`src/rtl/alu_sequencer.sv`:
```
// alu_sequencer
// Multi-cycle control sequencer for the ALU register-transfer instructions.
// It accepts one decoded instruction on a start handshake, then steps the
// shared-bus datapath through operand fetch into Y, ALU execute into Z, and
// writeback of Z to the register file (or to LO/HI for multiply/divide).
// At most one instruction is in flight; start is only honoured in IDLE.
//
// Ports:
//   clock         system clock, rising edge
//   clear         synchronous active-low reset
//   start         request to execute (accepted only in IDLE)
//   opcode        ALU opcode of the instruction
//   ra/rb/rc      destination / source 1 / source 2 register fields
//   busy          high in every state except IDLE
//   done          one-cycle completion pulse
//   illegal       qualifies done: opcode was above OP_MAX
//   rf_read_sel   register driven onto the bus (0 when rf_read_en low)
//   rf_read_en    register-file bus drive enable
//   y_load        load Y from the bus
//   alu_opcode    opcode presented to the ALU (last accepted opcode)
//   z_load        load Z from the ALU result
//   z_lo_out      drive Z[31:0] onto the bus
//   z_hi_out      drive Z[63:32] onto the bus
//   rf_write_sel  register-file write address (0 when rf_write_en low)
//   rf_write_en   register-file write strobe
//   lo_load       load LO from the bus
//   hi_load       load HI from the bus

module alu_sequencer #(
  parameter logic [4:0] OP_MUL = 5'd15,
  parameter logic [4:0] OP_DIV = 5'd16,
  parameter logic [4:0] OP_NEG = 5'd17,
  parameter logic [4:0] OP_NOT = 5'd18,
  parameter logic [4:0] OP_MAX = 5'd18
) (
  input  logic       clock,
  input  logic       clear,
  input  logic       start,
  input  logic [4:0] opcode,
  input  logic [3:0] ra,
  input  logic [3:0] rb,
  input  logic [3:0] rc,
  output logic       busy,
  output logic       done,
  output logic       illegal,
  output logic [3:0] rf_read_sel,
  output logic       rf_read_en,
  output logic       y_load,
  output logic [4:0] alu_opcode,
  output logic       z_load,
  output logic       z_lo_out,
  output logic       z_hi_out,
  output logic [3:0] rf_write_sel,
  output logic       rf_write_en,
  output logic       lo_load,
  output logic       hi_load
);

  typedef enum logic [2:0] {
    IDLE   = 3'd0,
    LOAD_Y = 3'd1,
    EXEC   = 3'd2,
    WB_LO  = 3'd3,
    WB_HI  = 3'd4,
    DONE   = 3'd5
  } state_t;

  state_t     state;
  state_t     state_next;
  logic [4:0] op_q;
  logic [3:0] ra_q;
  logic [3:0] rb_q;
  logic [3:0] rc_q;

  // Classification of the incoming opcode (used only for the IDLE branch).
  logic in_illegal;
  logic in_unary;

  // Classification of the latched opcode (drives everything after accept).
  logic q_illegal;
  logic q_unary;
  logic q_wide;

  assign in_illegal = (opcode > OP_MAX);
  assign in_unary   = (opcode == OP_NEG) || (opcode == OP_NOT);

  assign q_illegal  = (op_q > OP_MAX);
  assign q_unary    = (op_q == OP_NEG) || (op_q == OP_NOT);
  assign q_wide     = (op_q == OP_MUL) || (op_q == OP_DIV);

  // The ALU opcode is simply the latched opcode: it only moves on accept.
  assign alu_opcode = op_q;

  // State register and instruction latch. Fields are captured only on the
  // accepting edge, so input changes in flight never reach the datapath.
  always_ff @(posedge clock) begin
    if (!clear) begin
      state <= IDLE;
      op_q  <= 5'd0;
      ra_q  <= 4'd0;
      rb_q  <= 4'd0;
      rc_q  <= 4'd0;
    end else begin
      state <= state_next;
      if (state == IDLE && start) begin
        op_q <= opcode;
        ra_q <= ra;
        rb_q <= rb;
        rc_q <= rc;
      end
    end
  end

  // Next-state logic.
  always_comb begin
    state_next = state;
    case (state)
      IDLE: begin
        if (start) begin
          if (in_illegal)    state_next = DONE;
          else if (in_unary) state_next = EXEC;
          else               state_next = LOAD_Y;
        end
      end
      LOAD_Y:  state_next = EXEC;
      EXEC:    state_next = WB_LO;
      WB_LO:   state_next = q_wide ? WB_HI : DONE;
      WB_HI:   state_next = DONE;
      DONE:    state_next = IDLE;
      default: state_next = IDLE;
    endcase
  end

  // Moore output decode. Exactly one bus driver per state at most:
  // rf_read_en in LOAD_Y/EXEC, z_lo_out in WB_LO, z_hi_out in WB_HI.
  always_comb begin
    busy         = (state != IDLE);
    done         = 1'b0;
    illegal      = 1'b0;
    rf_read_sel  = 4'd0;
    rf_read_en   = 1'b0;
    y_load       = 1'b0;
    z_load       = 1'b0;
    z_lo_out     = 1'b0;
    z_hi_out     = 1'b0;
    rf_write_sel = 4'd0;
    rf_write_en  = 1'b0;
    lo_load      = 1'b0;
    hi_load      = 1'b0;
    case (state)
      LOAD_Y: begin
        // Multiply/divide take their first operand from the ra field.
        rf_read_en  = 1'b1;
        y_load      = 1'b1;
        rf_read_sel = q_wide ? ra_q : rb_q;
      end
      EXEC: begin
        rf_read_en  = 1'b1;
        z_load      = 1'b1;
        rf_read_sel = (q_unary || q_wide) ? rb_q : rc_q;
      end
      WB_LO: begin
        z_lo_out = 1'b1;
        if (q_wide) begin
          lo_load = 1'b1;
        end else begin
          rf_write_en  = 1'b1;
          rf_write_sel = ra_q;
        end
      end
      WB_HI: begin
        z_hi_out = 1'b1;
        hi_load  = 1'b1;
      end
      DONE: begin
        done    = 1'b1;
        illegal = q_illegal;
      end
      default: ;
    endcase
  end

endmodule

```
`config.mk`:
```
export PLATFORM = sky130hd
export DESIGN_NAME = alu_sequencer
export DESIGN_NICKNAME = d
export VERILOG_FILES = /design/src/rtl/alu_sequencer.sv
export SDC_FILE = /design/constraint.sdc
export NUM_CORES = 1
export LEC_CHECK = 0
export CORE_UTILIZATION = 42
export DETAILED_ROUTE_END_ITERATION = 6
export PLACE_DENSITY = 0.78
export SLEW_MARGIN = 5
export SYNTH_ARGS = -nofsm -noshare
export SYNTH_HDL_FRONTEND = slang
export SYNTH_SLANG_ARGS = --single-unit
```
`constraint.sdc`:
```
create_clock -name clock -period 1.85 [get_ports clock]
set_clock_uncertainty 0.1 [all_clocks]
set_input_delay 0.4625 -clock clock [delete_from_list [all_inputs] [get_ports clock]]
set_output_delay 0.4625 -clock clock [all_outputs]
set_load 0.02 [all_outputs]
```
### Yosys cells after proc, flatten, opt, wreduce, memory -nomap -nowiden

Index checks and enable logic that the tools add are counted.

* magnitude comparators: 2
* multipliers: 0
* mux-type cells: 21
* shifts and indexed selects: 0
* equality and inequality tests: 12
* reduce and logical (&&, ||, !) cells: 8
* bitwise logic cells: 0
* add/sub/neg operators: 0
* divide/modulo/power cells: 0

Operator list (number)
* 5-bit equality test (second input constant): 5
* 4-bit 2-to-1 mux: 4
* 3-bit case mux with 5 select lines: 1
* 1-bit 2-to-1 mux: 12
* 5-bit greater-than comparator (second input constant): 2
* 4-bit case mux with 2 select lines: 1
* 3-bit by 2-bit equality test with 1-bit output (second input constant): 2
* 3-bit equality test (second input constant): 2
* 3-bit 2-to-1 mux: 2
* 5-bit by 4-bit equality test with 1-bit output (second input constant): 1
* 1-bit logical OR: 4
* 3-bit by 1-bit equality test with 1-bit output (second input constant): 1
* 3-bit zero test: 1
* 3-bit nonzero test: 1
* 2-bit 2-to-1 mux: 1
* 2-bit != test (second input constant): 1
* 2-bit OR reduction: 1
* 1-bit logical AND: 1

* logic and storage cells: 48
* input bits: 20
* bits in latches: 0
* register bits: 20
* bits in read-only memories: 0
* memory bits (writable): 0
* memories kept: 0

### Logic depth before layout (Yosys ltp)

Gate-level depths: netlist (run 1).

* depth in word-level cells: 6
* gate-level depth with buffers: 6

### Worst setup path before layout (run 1)

No wires, ideal clock.

* path type: register to output
* from: register state[0]
* to: output rf_read_sel[0]
* data arrival time: 1.432 ns
* cell stages (with the launch flop): 5
* setup slack: -0.144 ns
* required time: 1.287 ns
* path buffers: 1
* path through: dfxtp_1 buf_4 nor3b_2 nand3_1 nand4_1

* longest elaborated chain between the ends: 2
* elaborated cells on any way between the ends: 3

Ends and longest elaborated chain
* from (decl): line 68 `state_t state;`
* from (signal assigned): line 104 `state <= state_next;`
* 3-bit by 2-bit equality test with 1-bit output / 3-bit by 1-bit equality test with 1-bit output (equally long branches): line 150 `case (state)`
* 4-bit case mux with 2 select lines (*): line 150
* to (decl): line 46 `output logic [3:0] rf_read_sel,`

Every way passes the cells marked *; elsewhere a longest branch is shown, timed or not.

### Final worst setup path (run 1)

* from: register op_q[4], in the netlist alu_opcode[4]
* to: output rf_read_sel[1]

* longest elaborated chain between the ends: 5
* elaborated cells on any way between the ends: 10

Ends and longest elaborated chain
* from (decl): line 70 `logic [4:0] op_q;`
* from (signal assigned): line 106 `op_q <= opcode;`
* 5-bit equality test (tied with other cells): line 88 `assign q_unary = (op_q == OP_NEG) || (op_q == OP_NOT);`
* 1-bit logical OR (on tied branches): line 88, 89
* 1-bit logical OR: line 160 `rf_read_sel = (q_unary || q_wide) ? rb_q : rc_q;`
* 4-bit 2-to-1 mux: line 160
* 4-bit case mux with 2 select lines (*): line 150

Marked as above.

==> results of run 1 <==
[cell usage in the layout, fill, tap and decap left out, types with 2 or more instances in the layout]
cell,instances
nand3b_1,5
nand2_1,37
clkdlybuf4s50_1,19
dfxtp_4,4
nor3b_4,4
a21oi_1,20
nor2_4,2
buf_2,4
nor2_1,2
nand3_1,7
dfxtp_2,4
nand3_2,5
and3_4,4
dfxtp_1,12
buf_6,21
nand4_1,4
buf_4,29
clkbuf_4,3
dlygate4sd2_1,5
[worst paths after layout]
| kind | start | to | slack (ps) | depth (start not counted) |
|---|---|---|---|---|
| setup reg to reg | alu_opcode[4]$_SDFFE_PN0P_ | state[0]$_SDFFE_PN0P_ | 200 | 6 |
| hold / removal | rc_q[1]$_SDFFE_PN0P_ | rc_q[1]$_SDFFE_PN0P_ | 390 | 2 |
| setup / recovery | alu_opcode[4]$_SDFFE_PN0P_ | rf_read_sel[1] | -470 | 6 |
| hold reg to reg | rc_q[1]$_SDFFE_PN0P_ | rc_q[1]$_SDFFE_PN0P_ | 390 | 2 |
[layer usage]
| metal | track usage, % | vias up | wire [um] |
|---|---|---|---|
| li1 | - | 647 | - |
| met1 | 35.88 | 673 | 1697 |
| met2 | 49.58 | 69 | 2305 |
| met3 | 4.023 | 8 | 271 |
| met4 | 9.649 | 0 | 65 |
| met5 | 0 | - | 0 |
[worst register-to-register path, cell delays in order, from the launching register on]
cell and delay (ps):
dfxtp_2 360, and4b_4 360, a22oi_4 110, buf_6 150, buf_4 120, and2_0 140
o211a_1 200
[stage by stage]
step,instances,cell area (um^2)
final,247,2011
after global routing,247,2011
after CTS,241,1838
after detailed placement,229,1718
after global placement,229,1718
after floorplan,141,1130
[cell usage after synthesis (2+ instances only)]
master	count
inv_1	2
dfxtp_1	20
buf_2	3
nand4_1	4
nand2_1	37
and3_1	5
nor3b_2	2
buf_4	4
nand3b_1	5
a21oi_1	20
nand3_1	12
nor2_1	5
[timing repair]
action / 4_1_cts / 5_1_grt
pin swaps: 9 / 12
endpoints found under the setup margin: 24 / 19
resized for setup: 117 / 31
buffers inserted: 7 / 9
cloned: 1 / 0
[power by group through the flow]
stage	clock [mW]	sequential, mW	combinational [mW]
CTS	0.364	0.543	0.612
finish	0.374	0.553	0.731
detailed placement	0	0.546	0.597
floorplan	0	0.548	0.328
global route	0.392	0.558	0.775
global placement	0	0.543	0.579
[cells by family after synthesis]
logic type | Yosys count | share of synthesized area [%]
flops | 20 | 36.32
buf+inv | 11 | 5.448
simple gates | 81 | 40.07
xor+xnor | 1 | 0.7947
compound gates | 28 | 17.37
[state kept, by name, summed over array words and instances (netlist names)]
register,count
ra_q,4
state,3
rc_q,4
rb_q,4
alu_opcode,5
[layout make-up]
class                      instances  area [um^2]  share of cell area, %
clock buffer                       3        22.52                  1.120
clock inverter                     1        30.03                  1.493
inverter                           3        11.26                 0.5600
multi-input combinational        110        745.7                  37.09
sequential                        20        420.4                  20.91
tap                               30        37.54                  1.867
timing repair buffer              80        743.2                  36.96
==> summary.txt, run 1 <==
STA
  – Max Transition Viols Final: 0
  – Final Critical Period: between 2000 and 2500 ps
  – RSZ-0062 raised after global routing: yes
  – Worst-Margin Slew: approximately 340 ps
  – Setup TNS: -3706 ps
  – Hold Violations, Final: 0
  – Hold WS: 385.5 ps
  – # setup viols final: 15
  – Fin crit share: 125.4%
  – Final worst setup slack: -469.2 ps
  – Peak Freq: between 400 and 500 MHz
  – Worst rel slew slack: between 70% and 80%

Critical path
  – Max stage delay on crit path: 370 ps
  – Critical path's slowest cell: dfxtp_2
  – CP top delay family: simple AND/OR/NAND/NOR gates
  – CP max FO: 5
  – Critical path class: register to primary output
  – CP Launch Type: register
  – CP Data Required Time: 1290 ps
  – Worst path cell trace: and4b_4, buf_6, a22o_4, nand3_1, nand4_1, buf_4
  – Crit. End Element: primary output
  – Buffers and inverters on the worst path: 2
  – Worst EP arrival: between 1500 and 2000 ps

Final layout
  – Final Util: between 80 and 90%
  – Fillcell total: approximately 160
  – Ant diodes: 0
  – Share of cells above drive strength 1: 43.32%
  – Nets: approximately 240
  – Synth-to-Final Area Change: 82.41%

Drt
  – Via/cell ratio: around 5.7
  – Final Routed Wirelength: 4.340 mm
  – Initial drt markers: 52
  – DRT Pass-1 Iters: 5
  – DRC: 0
  – Antenna viol nets, final: 0
  – Wire length per cell: about 18 um
  – DR vias: between 1,000 and 1,500

Yosys
  – Mapped Nets: roughly 160
  – Synth Flop Type: dfxtp_1
  – Seq/Total Area, Yosys: 36.32%
  – Cell Area, Synth: 1102 um^2
  – FFs w/ async S/R, synth: 0%
  – Yosys cell types: 34
  – YS warnings: 0
  – Post-synth top area share: a little over a third
  – Synth Register Bits: 20
  – Post-synth EDFFs: 0
  – Largest area contributor in the netlist: dfxtp_1
  – Synthesized instance count: around 140
  – Post-synthesis area per instance: a little under 8 um^2
  – Synth top area cells: dfxtp_1 36%, nand2_1 13%, a21oi_1 9.1%

Power and ir drop
  – PwrDens: ~820 nW/um^2
  – LEAKAGE: between 0.8 and 0.9 nW
  – Int Pwr: 1.066 mW
  – Clock share of power: between 20% and 30%
  – Fraction of power spent switching nets: approximately 36%
  – Switch Pwr: approximately 0.59 mW
  – Peak VDD IR: ~0.65 mV
  – Total power: between 1.5 and 2 mW
  – Sequential power share: approximately a third
  – Comb power frac: 44.1%

Job
  – Max Cap Viol: 0

Placement
  – Setup WS pre-CTS: -451.5 ps
  – Routability cong.: around 0.78
  – PortBufs: 43
  – DPL Wire Length: between 2 and 3 mm

Floorplanning
  – Placeable Area: around 2500 um^2
  – Die width: 53.23 um
  – Die Y: 53.23 um
  – Number of I/O pins: 44
  – Die area: 2833 um^2
  – Initial Util: between 40 and 50%
  – Num rows: 18

Global routing
  – Antenna violations before repair: 0
  – Total grt overflow: 0
  – Gr usage total: about 29%
  – First-pass GRT wire length: 5.913 mm
  – Largest net degree at the start of global routing: 19
  – Vias in the first global route: 1,315

CTS
  – Total CTS buffers: 3
  – Clock Sinks: 20
  – Hold Buf Count CTS: 0
  – Clock buffer depth: 2
  – Clock tree root driver cell: clkbuf_4
  – Clock slew at reported path FFs: ~140 ps
  – H-tree depth: 1
  – Clock latency on the worst-skew pair: 310 ps
  – CTS tree: built

Status
  – Status: finished with violations
  – Violated checks: setup timing

Hold path
  – Hold Crit Class: register to register
Note: power is estimated with default switching activity, not from simulation.
==> inputs of run 2 (changes only) <==
--- a/config.mk
+++ b/config.mk
@@ -7,6 +7,7 @@
 export LEC_CHECK = 0
 export CORE_UTILIZATION = 42
 export DETAILED_ROUTE_END_ITERATION = 6
+export MAX_ROUTING_LAYER = met4
 export PLACE_DENSITY = 0.78
 export SLEW_MARGIN = 5
 export SYNTH_ARGS = -nofsm -noshare
==> constraint.sdc (replaced) <==
create_clock -name clock -period 1.85 [get_ports clock]
set_clock_uncertainty 0.1 [all_clocks]
set_input_delay 0.185 -clock clock [delete_from_list [all_inputs] [get_ports clock]]
set_output_delay 0.185 -clock clock [all_outputs]
set_load 0.02 [all_outputs]
==> run 2 against run 1 <==
The flow still finishes with violations (setup timing); first-iteration DRC count decreased by 42%; hold slack got worse by 77 ps; count of clock-buffer cells in the layout unchanged; final cell count decreased by 6.5%; global-route usage decreased by 4.0 points; largest power group unchanged; combinational power decreased by 22%; critical endpoint is now rf_read_sel[2]; sequential cell count unchanged; via count decreased by 12%; maximum frequency increased by 19%; sequential power decreased by 3%; non-clock buffer count decreased by 16.
==> summary.txt, run 2 (same netlist as run 1, synthesis figures left out) <==
Global routing
  – First-pass GRT wire length: 4.912 mm (-17%)
  – Gr usage total: 24.69% (-4.0 points)
  – Largest net degree at the start of global routing: 19 (unchanged)
  – Vias in the first global route: 1,083 (-18%)
  – Antenna violations before repair: 0 (unchanged)
  – Total grt overflow: 0 (unchanged)

Final layout
  – Largest register FFs: 5 (unchanged)
  – Finished Cell Area: 1718 um^2 (-15%)
  – Commonest non-fill, non-tap cell in the layout: nand2_1
  – Final Util: 69.34% (-12 points)
  – Share of cells above drive strength 1: 27.86% (-15 points)
  – Ant diodes: 0 (unchanged)
  – Final Non-Filler Cells: 231 (-6.5%)
  – Synth-to-Final Area Change: 55.85%
  – Nets: 222 (-6.7%)
  – Most frequent cells in the layout: 37 x nand2_1, 23 x clkdlybuf4s50_1, 23 x buf_4

Drt
  – Final Routed Wirelength: 3.137 mm (-28%)
  – DR vias: 1,236 (-12%)
  – Via/cell ratio: 5.351 (-5.4%)
  – Antenna viol nets, final: 0 (unchanged)
  – Initial drt markers: 30 (-42%)
  – Wire length per cell: 13.58 um (-23%)
  – DRC: 0 (unchanged)
  – DRT Pass-1 Iters: 4 (-1)

CTS
  – CTS tree: built
  – Clock slew at reported path FFs: 120 ps (-20 ps)
  – Clock tree root driver cell: clkbuf_4
  – H-tree depth: 1 (unchanged)
  – Total CTS buffers: 3 (unchanged)
  – Clock buffer depth: 2 (unchanged)
  – Clock latency on the worst-skew pair: 300 ps (about the same)
  – Clock Sinks: 20 (unchanged)

Status
  – Violated checks: setup timing
  – Status: finished with violations

Floorplanning
  – Die width: 53.23 um (unchanged)
  – Die area: 2833 um^2 (unchanged)
  – Number of I/O pins: 44 (unchanged)
  – Die Y: 53.23 um (unchanged)
  – Num rows: 18 (unchanged)
  – Placeable Area: 2477 um^2 (unchanged)
  – Initial Util: 44.49% (unchanged)

STA
  – # setup viols final: 5 (-10)
  – Final worst setup slack: -93.82 ps (+375.4 ps)
  – RSZ-0062 raised after global routing: yes
  – Worst-Margin Slew: 320.6 ps (-20.15 ps)
  – Hold Violations, Final: 0 (unchanged)
  – Fin crit share: 105.1% (-20 points)
  – Worst rel slew slack: 78.55% (+1.3 points)
  – Hold WS: 308.6 ps (-76.84 ps)
  – Peak Freq: 514.5 MHz (+19%)
  – Final Critical Period: 1944 ps (-375.4 ps)
  – Max Transition Viols Final: 0 (unchanged)
  – Setup TNS: -340.6 ps (+3366 ps)

Critical path
  – Crit. End Element: primary output
  – Critical path class: register to primary output
  – CP max FO: 4 (-1)
  – Worst EP arrival: 1660 ps (-100 ps)
  – CP Data Required Time: 1560 ps (+270 ps)
  – CP Launch Type: register

Power and ir drop
  – Total power: 1.460 mW (-12%)
  – PwrDens: 849.7 nW/um^2 (+3.0%)
  – Peak VDD IR: 0.7077 mV (+8.8%)
  – LEAKAGE: 0.7643 nW (-10%)

Placement
  – Placed cells: 222 (-3.1%)
  – PortBufs: 43 (unchanged)
  – Setup WS pre-CTS: -192.5 ps (+259.0 ps)
  – Routability cong.: 0.8127 (+3.8%)
  – DPL Wire Length: 2.219 mm (-13%)
  – Post-DP Area: 1654 um^2 (-3.7%)

Job
  – Max Cap Viol: 0 (unchanged)

Hold path
  – Hold Crit Class: primary input to register
[run 2: cell types whose count changed in the layout (fill, tap and decap cells not counted), sizes merged]
cell | before | now
dlygate4sd2 | 5 | 6
dlymetal6s2s | 0 | 1
buf | 56 | 31
clkbuf | 3 | 5
clkdlybuf4s50 | 19 | 23
clkdlybuf4s15 | 0 | 1
[run 2: final cells by class]
class | instances | area [um^2]
fillers | 224 | 759.5
multi-input cells | 110 | 660.6
repair buffers | 64 | 550.5
flip-flops and latches | 20 | 405.4
well taps | 30 | 37.54
clock inverters | 1 | 30.03
clock buffers | 3 | 22.52
inverters | 3 | 11.26
[run 2: final timing paths]
| check | startpoint | endpoint | slack, ps | cells after the start |
|---|---|---|---|---|
| setup reg to reg | alu_opcode[4]$_SDFFE_PN0P_ | state[0]$_SDFFE_PN0P_ | 180 | 6 |
| hold / removal | rb[3] | rb_q[3]$_SDFFE_PN0P_ | 310 | 3 |
| setup / recovery | alu_opcode[4]$_SDFFE_PN0P_ | rf_read_sel[2] | -90 | 6 |
| hold reg to reg | rc_q[2]$_SDFFE_PN0P_ | rc_q[2]$_SDFFE_PN0P_ | 370 | 2 |
[run 2: critical path, cell delays in order, from the launching register on]
cell,delay [ps]
dfxtp_2,360
and4b_4,360
a22oi_2,110
buf_4,170
nand3b_1,140
nand4_1,80
buf_4,140
[run 2: what timing repair did]
item	CTS	global route
buffers inserted	3	2
pin swaps	4	4
endpoints found under the setup margin	19	11
gates resized for setup	57	12
endpoints found under the hold margin	0	0
hold buffers	0	0
gates cloned	0	0
[run 2: power breakdown]
group	leakage [nW]	total (mW)	internal, mW	switching, mW
clock network	0.0279	0.357	0.219	0.138
logic	0.571	0.568	0.264	0.304
registers	0.165	0.535	0.485	0.0504
[run 2: per-layer routing]
metal / up-vias / GRT usage, % / wire (um)
met5: - / - / 0
met4: 0 / 8.333 / 15
li1: 614 / - / -
met1: 575 / 33.28 / 1471
met3: 2 / 3.161 / 188
met2: 45 / 37.71 / 1461
==> inputs of run 3 (changes only) <==
--- a/config.mk
+++ b/config.mk
@@ -7,8 +7,9 @@
 export LEC_CHECK = 0
 export CORE_UTILIZATION = 42
 export DETAILED_ROUTE_END_ITERATION = 6
+export GPL_ROUTABILITY_DRIVEN = 1
 export MAX_ROUTING_LAYER = met4
-export PLACE_DENSITY = 0.78
+export PLACE_DENSITY_LB_ADDON = 0.3
 export SLEW_MARGIN = 5
 export SYNTH_ARGS = -nofsm -noshare
 export SYNTH_HDL_FRONTEND = slang
==> run 3 against run 2 <==
The flow still finishes with violations (setup timing); sequential power is essentially flat; non-clock buffer count up 2; clock power shrank 27%; sequential cell count unchanged; core utilization up 2.0 points; global-route usage grew 0.90 points; count of clock-buffer cells in the layout grew 1; combinational power up 3%.
==> summary.txt, run 3 (same netlist as run 1, synthesis figures left out) <==
Status
  – Status: finished with violations
  – Violated checks: setup timing

Global routing
  – Gr usage total: 25.60% (+0.90 points)
  – Largest net degree at the start of global routing: 19 (unchanged)
  – Total grt overflow: 0 (unchanged)
  – First-pass GRT wire length: 5.126 mm (+4.4%)
  – Vias in the first global route: 1,157 (+6.8%)
  – Antenna violations before repair: 0 (unchanged)

Floorplanning
  – Die width: 53.23 um (unchanged)
  – Placeable Area: 2477 um^2 (unchanged)
  – Number of I/O pins: 44 (unchanged)
  – Initial Util: 44.49% (unchanged)
  – Die Y: 53.23 um (unchanged)
  – Num rows: 18 (unchanged)
  – Die area: 2833 um^2 (unchanged)

Final layout
  – Share of cells above drive strength 1: 33.99% (+6.1 points)
  – Final Non-Filler Cells: 233 (+0.87%)
  – Commonest non-fill, non-tap cell in the layout: nand2_1
  – Ant diodes: 0 (unchanged)
  – Finished Cell Area: 1767 um^2 (+2.8%)
  – Most frequent cells in the layout: 37 x nand2_1, 24 x clkdlybuf4s50_1, 23 x buf_4
  – Fillcell total: 213 (-4.9%)
  – Synth-to-Final Area Change: 60.27%
  – Largest register FFs: 5 (unchanged)
  – Nets: 224 (+0.90%)

Drt
  – DRC: 0 (unchanged)
  – DRT Pass-1 Iters: 4 (unchanged)
  – Via/cell ratio: 5.270 (-1.5%)
  – Antenna viol nets, final: 0 (unchanged)
  – Initial drt markers: 27 (-10%)
  – Final Routed Wirelength: 3.260 mm (+3.9%)
  – Wire length per cell: 13.99 um (+3.0%)
  – DR vias: 1,228 (-0.65%)

Critical path
  – Crit. End Element: primary output
  – CP Data Required Time: 1560 ps (about the same)
  – FF-to-FF setup slack: 190 ps (about the same)
  – CP Launch Type: register
  – Critical path class: register to primary output
  – Worst EP arrival: 1680 ps (+20 ps)
  – CP max FO: 6 (+2)

Power and ir drop
  – Switch Pwr: 0.5053 mW (+2.7%)
  – Fraction of power spent switching nets: 36.49% (+2.8 points)
  – Total power: 1.385 mW (-5.1%)
  – Int Pwr: 0.8794 mW (-9.1%)
  – LEAKAGE: 0.7424 nW (-2.9%)
  – Clock share of power: 18.9% (-5.5 points)
  – Comb power frac: 42.2% (+3.3 points)
  – Peak VDD IR: 0.4921 mV (-30%)
  – Sequential power share: 38.8% (+2.1 points)
  – PwrDens: 783.8 nW/um^2 (-7.8%)

STA
  – Final Critical Period: 1967 ps (+23.29 ps)
  – Setup TNS: -460.7 ps (-120.1 ps)
  – Peak Freq: 508.4 MHz (-1.2%)
  – Fin crit share: 106.3% (+1.3 points)
  – Worst rel slew slack: 80.55% (+2.0 points)
  – # setup viols final: 8 (+3)
  – Hold WS: 303.9 ps (-4.697 ps)
  – Final worst setup slack: -117.1 ps (-23.29 ps)
  – RSZ-0062 raised after global routing: yes
  – Worst-Margin Slew: 289.9 ps (-30.66 ps)
  – Max Transition Viols Final: 0 (unchanged)
  – Hold Violations, Final: 0 (unchanged)

CTS
  – Hold Buf Count CTS: 0 (unchanged)
  – Clock tree root driver cell: clkbuf_4
  – Clock Sinks: 20 (unchanged)
  – Clock buffer depth: 2 (unchanged)
  – Total CTS buffers: 3 (unchanged)
  – H-tree depth: 1 (unchanged)
  – Clock slew at reported path FFs: 130 ps (about the same)
  – Clock latency on the worst-skew pair: 310 ps (about the same)
  – CTS tree: built

Hold path
  – Hold Crit Class: primary input to register

Placement
  – Placed cells: 223 (+0.45%)
  – Routability cong.: 0.8790 (+8.2%)
  – DPL Wire Length: 2.400 mm (+8.2%)
  – PortBufs: 43 (unchanged)
  – Post-DP Area: 1649 um^2 (-0.30%)

Job
  – Max Cap Viol: 0 (unchanged)
[run 3: path summary, 6_finish.rpt]
kind,to,depth (start not counted),startpoint
hold reg to reg,rc_q[1]$_SDFFE_PN0P_,2,rc_q[1]$_SDFFE_PN0P_
setup / recovery,rf_read_sel[2],6,alu_opcode[4]$_SDFFE_PN0P_
hold / removal,rc_q[1]$_SDFFE_PN0P_,3,rc[1]
setup reg to reg,state[0]$_SDFFE_PN0P_,6,alu_opcode[4]$_SDFFE_PN0P_
[run 3: layout make-up]
cell class / count / area (um^2) / share of cell area (%)
multi-input combinational: 110 / 688.2 / 38.95
timing repair buffer: 66 / 583.1 / 33.00
sequential: 20 / 410.4 / 23.23
tap: 30 / 37.54 / 2.125
clock buffer: 4 / 36.28 / 2.054
inverter: 3 / 11.26 / 0.6374
[run 3: power by group through the flow]
stage / Clock (mW) / Combinational, mW / Sequential, mW
floorplan: 0 / 0.311 / 0.542
global placement: 0 / 0.557 / 0.535
detailed placement: 0 / 0.571 / 0.540
CTS: 0.261 / 0.579 / 0.533
global route: 0.288 / 0.636 / 0.545
finish: 0.262 / 0.585 / 0.537
[run 3: worst max-delay path, stage by stage, from the launching register on]
cell      delay (ps)
dfxtp_2          340
and4b_4          360
a22oi_2          100
buf_4            180
nand3b_1         160
nand4_1          110
buf_6            130
[run 3: per-layer routing]
metal / wire length (um) / global-route usage [%]
met5: 0 / -
met4: 36 / 6.579
met3: 183 / 2.874
met2: 1577 / 43.96
met1: 1463 / 31.50
[run 3: repair_timing]
item | in CTS | in global routing
endpoints found under the setup margin | 19 | 14
gates resized for setup | 66 | 29
cloned | 0 | 0
pin swaps | 5 | 5
setup buffers | 7 | 0
[run 3: per-stage QoR]
stage,utilization [%],setup slack (ps)
2_1_floorplan,-,133.0
3_3_place_gp,66.57,-108.4
6_report,71.31,-117.1
5_1_grt,71.31,-188.4
4_1_cts,69.90,-90.04
3_5_place_dp,66.57,-182.1
